### src/rtl/wb_regfile.sv
// Writeback stage: selects write data/destination from the MEM/WB register and
// commits into a 32x32 register file with bypassed decode reads, a debug port and a retire counter.
module wb_regfile #(
  parameter int unsigned IM_ADDR_BIT      = 30,
  parameter int unsigned MUX_RF_DATAW_BIT = 2,
  parameter int unsigned MUX_RF_REQW_BIT  = 2
) (
  input  logic                        clk,
  input  logic                        rst,
  input  logic                        en,
  input  logic [31:0]                 alu_data_res,
  input  logic [31:0]                 datamem_data,
  input  logic [4:0]                  rd,
  input  logic [4:0]                  rt,
  input  logic [IM_ADDR_BIT-1:0]      pc_4,
  input  logic [MUX_RF_DATAW_BIT-1:0] mux_regfile_data_w,
  input  logic [MUX_RF_REQW_BIT-1:0]  mux_regfile_req_w,
  input  logic                        regfile_w_en,
  input  logic [4:0]                  rs_addr,
  input  logic [4:0]                  rt_addr,
  output logic [31:0]                 rs_data,
  output logic [31:0]                 rt_data,
  input  logic [4:0]                  dbg_addr,
  output logic [31:0]                 dbg_data,
  output logic [31:0]                 wb_data,
  output logic [4:0]                  wb_addr,
  output logic                        wb_commit,
  output logic [31:0]                 retire_cnt
);

  typedef enum logic [MUX_RF_DATAW_BIT-1:0] {
    DATA_ALU  = MUX_RF_DATAW_BIT'(0),
    DATA_MEM  = MUX_RF_DATAW_BIT'(1),
    DATA_LINK = MUX_RF_DATAW_BIT'(2)
  } data_sel_e;

  typedef enum logic [MUX_RF_REQW_BIT-1:0] {
    REQ_RD = MUX_RF_REQW_BIT'(0),
    REQ_RT = MUX_RF_REQW_BIT'(1),
    REQ_RA = MUX_RF_REQW_BIT'(2)
  } req_sel_e;

  // Wide enough to hold pc_4 << 2 before truncating to a 32-bit byte address.
  localparam int unsigned LINK_W = (IM_ADDR_BIT + 2 > 32) ? IM_ADDR_BIT + 2 : 32;

  logic [LINK_W-1:0] link_wide;
  logic [31:0]       link_val;
  logic [31:0]       regs [32];

  assign link_wide = {{(LINK_W - IM_ADDR_BIT){1'b0}}, pc_4} << 2;
  assign link_val  = link_wide[31:0];

  always_comb begin
    wb_data = alu_data_res;
    case (mux_regfile_data_w)
      DATA_MEM:  wb_data = datamem_data;
      DATA_LINK: wb_data = link_val;
      default:   wb_data = alu_data_res;
    endcase
  end

  always_comb begin
    wb_addr = rd;
    case (mux_regfile_req_w)
      REQ_RT:  wb_addr = rt;
      REQ_RA:  wb_addr = 5'd31;
      default: wb_addr = rd;
    endcase
  end

  // Reset gates the commit so the bypass is also silent while rst is high.
  assign wb_commit = en & regfile_w_en & (wb_addr != 5'd0) & ~rst;

  always_ff @(posedge clk or posedge rst) begin
    if (rst) begin
      for (int unsigned i = 0; i < 32; i++) begin
        regs[i] <= '0;
      end
      retire_cnt <= '0;
    end else if (wb_commit) begin
      regs[wb_addr] <= wb_data;
      retire_cnt    <= retire_cnt + 32'd1;
    end
  end

  always_comb begin
    rs_data = regs[rs_addr];
    if (rs_addr == 5'd0) begin
      rs_data = '0;
    end else if (wb_commit && (rs_addr == wb_addr)) begin
      rs_data = wb_data;
    end
  end

  always_comb begin
    rt_data = regs[rt_addr];
    if (rt_addr == 5'd0) begin
      rt_data = '0;
    end else if (wb_commit && (rt_addr == wb_addr)) begin
      rt_data = wb_data;
    end
  end

  assign dbg_data = regs[dbg_addr];

endmodule

### config.mk
export PLATFORM = sky130hd
export DESIGN_NAME = wb_regfile
export DESIGN_NICKNAME = d
export VERILOG_FILES = /design/src/rtl/wb_regfile.sv
export SDC_FILE = /design/constraint.sdc
export NUM_CORES = 2
export LEC_CHECK = 0
export BUFFER_PORTS_ARGS = -buffer_cell sky130_fd_sc_hd__buf_2
export CAP_MARGIN = 20
export CORE_ASPECT_RATIO = 1.2
export CORE_MARGIN = 5
export CORE_UTILIZATION = 45
export CTS_BUF_LIST = sky130_fd_sc_hd__clkbuf_8
export CTS_CLUSTER_DIAMETER = 80
export DETAILED_ROUTE_END_ITERATION = 6
export MAX_ROUTING_LAYER = met4
export PLACE_DENSITY = 0.71
export SLEW_MARGIN = 10
export SYNTH_ARGS = -nofsm -noshare
export SYNTH_HDL_FRONTEND = slang
export SYNTH_SLANG_ARGS = --single-unit
### constraint.sdc
create_clock -name clk -period 76.8 [get_ports clk]
set_input_delay 0 -clock clk [delete_from_list [all_inputs] [get_ports clk]]
set_output_delay 0 -clock clk [all_outputs]
set_load 0.02 [all_outputs]
==> run_results.csv <==
group,metric,value,unit
cells_and_area,layout.nets,5530,
global_route,grt_pass1_vias,49115,
sta,setup_slack,71.32,ns
yosys,ys_seq_elements,1056,
hold_path,hold_class,"in -> reg",
sta,worstMarginPinSlew,1.206,ns
yosys,synthMuxAreaShare,32.51,%
global_route,grtUsageTotal,30.68,%
hold_path,hp-start,"mux_regfile_data_w[1]",
yosys,synth_cells,5357,
floorplanning,start_util,45.34,%
cells_and_area,fill_cells,11772,
yosys,ys_async_sr_fraction,100.0,%
yosys,ys_types,63,
cells_and_area,drive_above_1_share,29.67,%
clock_tree,clock_path_buffers,3,
critical_path,required,76.80,ns
yosys,synth_adder_area_share,0.1003,%
critical_path,r2r_start,"retire_cnt[7]$_DFFE_PP0P_",
placement,post-dp-hpwl,127300,microns
route,wl_per_cell,29.90,microns
floorplanning,num_rows,149,
route,totalWireLength,219600,microns
placement,placed_area,0.06496,sq mm
route,dr.pass1.iters,7,
cells_and_area,final_util,50.28,%
route,drtIter0Drc,6980,
sta,rsz0062_at_grt,"false",
placement,place_congestion,0.8764,
power,ir_drop,0.00001310,V
clock_tree,cts.sinks,1056,
clock_tree,cts_tree,"built",
yosys,synth_compound_gate_area_share,11.64,%
placement,io_buffers,292,
sta,slew_viol_final,0,
yosys,synth_xor_area_share,0.4353,%
clock_tree,numCtsBuffers,163,
floorplanning,fp.coreArea,0.1376,sq mm
yosys,synth-simple-area-share,8.832,%
yosys,synth_top_family_by_area,"multiplexers",
outcome,failed_checks,"DRC",
yosys,yosysTopAreaCell,"dfrtp_1",
critical_path,crit_arrival,5.48,ns
global_route,antenna_found_initial,9,
yosys,synth_top_area_share,42.36,%
clock_tree,clk_latency,0.89,ns
outcome,status,"finished, violations left",
sta,final-setup-viol-count,0,
yosys,syn_area,0.06238,sq mm
floorplanning,die_h,417.9,microns
clock_tree,cts_resized,0,
power,power_density,21.56,mW/mm^2
yosys,avgSynthCellArea,11.64,sq um
yosys,syn_nets,5489,
critical_path,endpoint_kind,"output port",
sta,timing.final.crit_period,5.481,ns
route,drtAntennaViolNets,0,
sta,hold_viol,0,
route,drc_errors,1,
sta,max_freq,182.5,MHz
global_route,grt_pass1_wl,323500,microns
yosys,ys_warn_count,0,
cells_and_area,final_cell_area,0.06918,sq mm
placement,dpl_worst_slack,71.59,ns
cells_and_area,syn2layout_area_growth,10.90,%
route,viasPerCell,6.790,
sta,slew_headroom,19.61,%
yosys,ys_seq_area_share,42.36,%
sta,fin_tns_setup,0,ns
route,via_count,49878,
cells_and_area,stdcell_count,7346,
yosys,synth_flop_cell,"dfrtp_1",
placement,dp.cells,6970,
yosys,synth_area_leaders,"dfrtp_1 (42%), mux4_2 (30%), nand2_1 (6.3%)",
critical_path,cp-start-kind,"input pin",
global_route,gr-total-overflow,0,
power,leakage,0.02914,uW
floorplanning,die_area,0.1462,sq mm
clock_tree,root_buffer,"clkbuf_8",
floorplanning,die_w,349.9,microns
clock_tree,cts_htree_levels,4,
critical_path,crit_start,"rst",
yosys,synth_edf_count,0,
critical_path,worstSetupPathType,"in -> out",
critical_path,cp_max_fo,94,
job,timing.max_cap.violations,0,
sta,period_share,7.136,%
sta,fin_skew,0.01745,ns
global_route,grt_max_degree,121,
clock_tree,path_clk_slew,0.06,ns
floorplanning,num_io_pins,293,
cells in the mapped netlist, drive strengths merged (2+ instances only):
library cell / count
dfrtp: 1056
nand2: 1049
o21ai: 999
mux4: 836
clkbuf: 434
buf: 161
o22ai: 142
nor2: 114
mux2i: 101
a211oi: 52
inv: 45
mux2: 39
nand3: 37
nor4: 37
a21oi: 33
nor3: 33
a22oi: 31
xnor2: 29
o32ai: 22
nand4: 14
o21a: 11
o221ai: 10
nor2b: 9
and3: 7
o22a: 7
nand2b: 6
ha: 5
or3: 5
and4: 4
or2: 4
a2111oi: 3
or3b: 3
a211o: 2
a31oi: 2
clkinv: 2
nand3b: 2
xor2: 2
per-layer routing:
| metal | part of all wire, % | wire, microns | track usage, % | vias up |
|---|---|---|---|---|
| met5 | 0 | 0 | - | - |
| met4 | 7.4 | 16280 | 18.02 | 0 |
| met3 | 12 | 27190 | 8.381 | 890 |
| met2 | 45 | 99500 | 45.72 | 3658 |
| met1 | 35 | 76670 | 37.85 | 24987 |
| li1 | - | - | - | 20343 |
critical path, stage by stage:
cell and delay, ns:
dlygate4sd3_1 0.53, buf_2 0.12, dlygate4sd3_1 0.63, inv_8 0.46
nand3_1 0.74, nor3_1 0.42, o2111a_4 0.64, buf_4 0.61
a211oi_1 0.09, a211oi_1 0.81, buf_2 0.32
registers in the layout, summed over array words and instances (netlist names):
| register | cells |
|---|---|
| regs | 1024 |
| retire_cnt | 32 |
cell usage in the layout (no fill, tap or decap), types with 12 or more instances in the layout:
cell type,count
a211oi_1,49
a21oi_2,23
a22oi_1,30
buf_2,285
buf_4,103
clkbuf_8,216
clkinv_2,27
dfrtp_1,1056
dlygate4sd3_1,67
inv_1,78
mux2_2,39
mux2i_1,101
mux4_2,836
nand2_1,1023
nand2_4,20
nand3_1,24
nand4_1,12
nor2_1,114
nor3_1,23
nor4_1,35
o21ai_0,749
o21ai_1,242
o22ai_1,142
o32ai_1,22
xnor2_1,29
final timing paths:
check                                              to  slack [ns]  cells after the start
min in group asynchronous       regs[605]$_DFFE_PP0P_        0.38                      4
setup / recovery                           rt_data[3]       71.32                     11
max in group asynchronous       regs[811]$_DFFE_PP0P_       71.61                      9
setup reg to reg           retire_cnt[25]$_DFFE_PP0P_       74.65                      6
hold / removal                  regs[353]$_DFFE_PP0P_        0.08                      4
hold reg to reg                regs[1009]$_DFFE_PP0P_        0.42                      0
power by group:
group | internal [uW] | leakage [uW] | switching [uW]
Sequential | 619 | 0.0145 | 63.1
Clock | 255 | 0.00191 | 237
Combinational | 147 | 0.0127 | 171
area by class of cell:
cell class | instances | area, sq um | area share [%]
clock inverter | 79 | 412.9 | 0.5969
inverter | 47 | 188.9 | 0.2731
timing repair buffer | 471 | 3148 | 4.551
multi-input combinational | 3659 | 33750 | 48.78
antenna | 6 | 15.01 | 0.02170
tap | 1812 | 2267 | 3.277
clock buffer | 216 | 2973 | 4.297
sequential | 1056 | 26430 | 38.20
timing repair:
item                      4_1_cts  5_1_grt
hold buffers                   62        5
setup buffers                   0        0
hold endpoints to repair     1204       70
cells by family after synthesis:
group	after synthesis
buffers and inverters	642
XOR/XNOR	31
AO/OA/AOI/OAI	1318
flip-flops	1056
AND/OR/NAND/NOR	1329
adder cells (fa/ha/maj)	5
multiplexers	976
stage by stage:
stage,hold slack [ns],total power (uW)
detailed placement,0.1620,997.7
CTS,0.01500,1487
global placement,0.1749,983.3
finish,0.07764,1492
floorplan,0.2624,897.1
global route,0.09215,1551
Power figures use the tool's default switching activity.
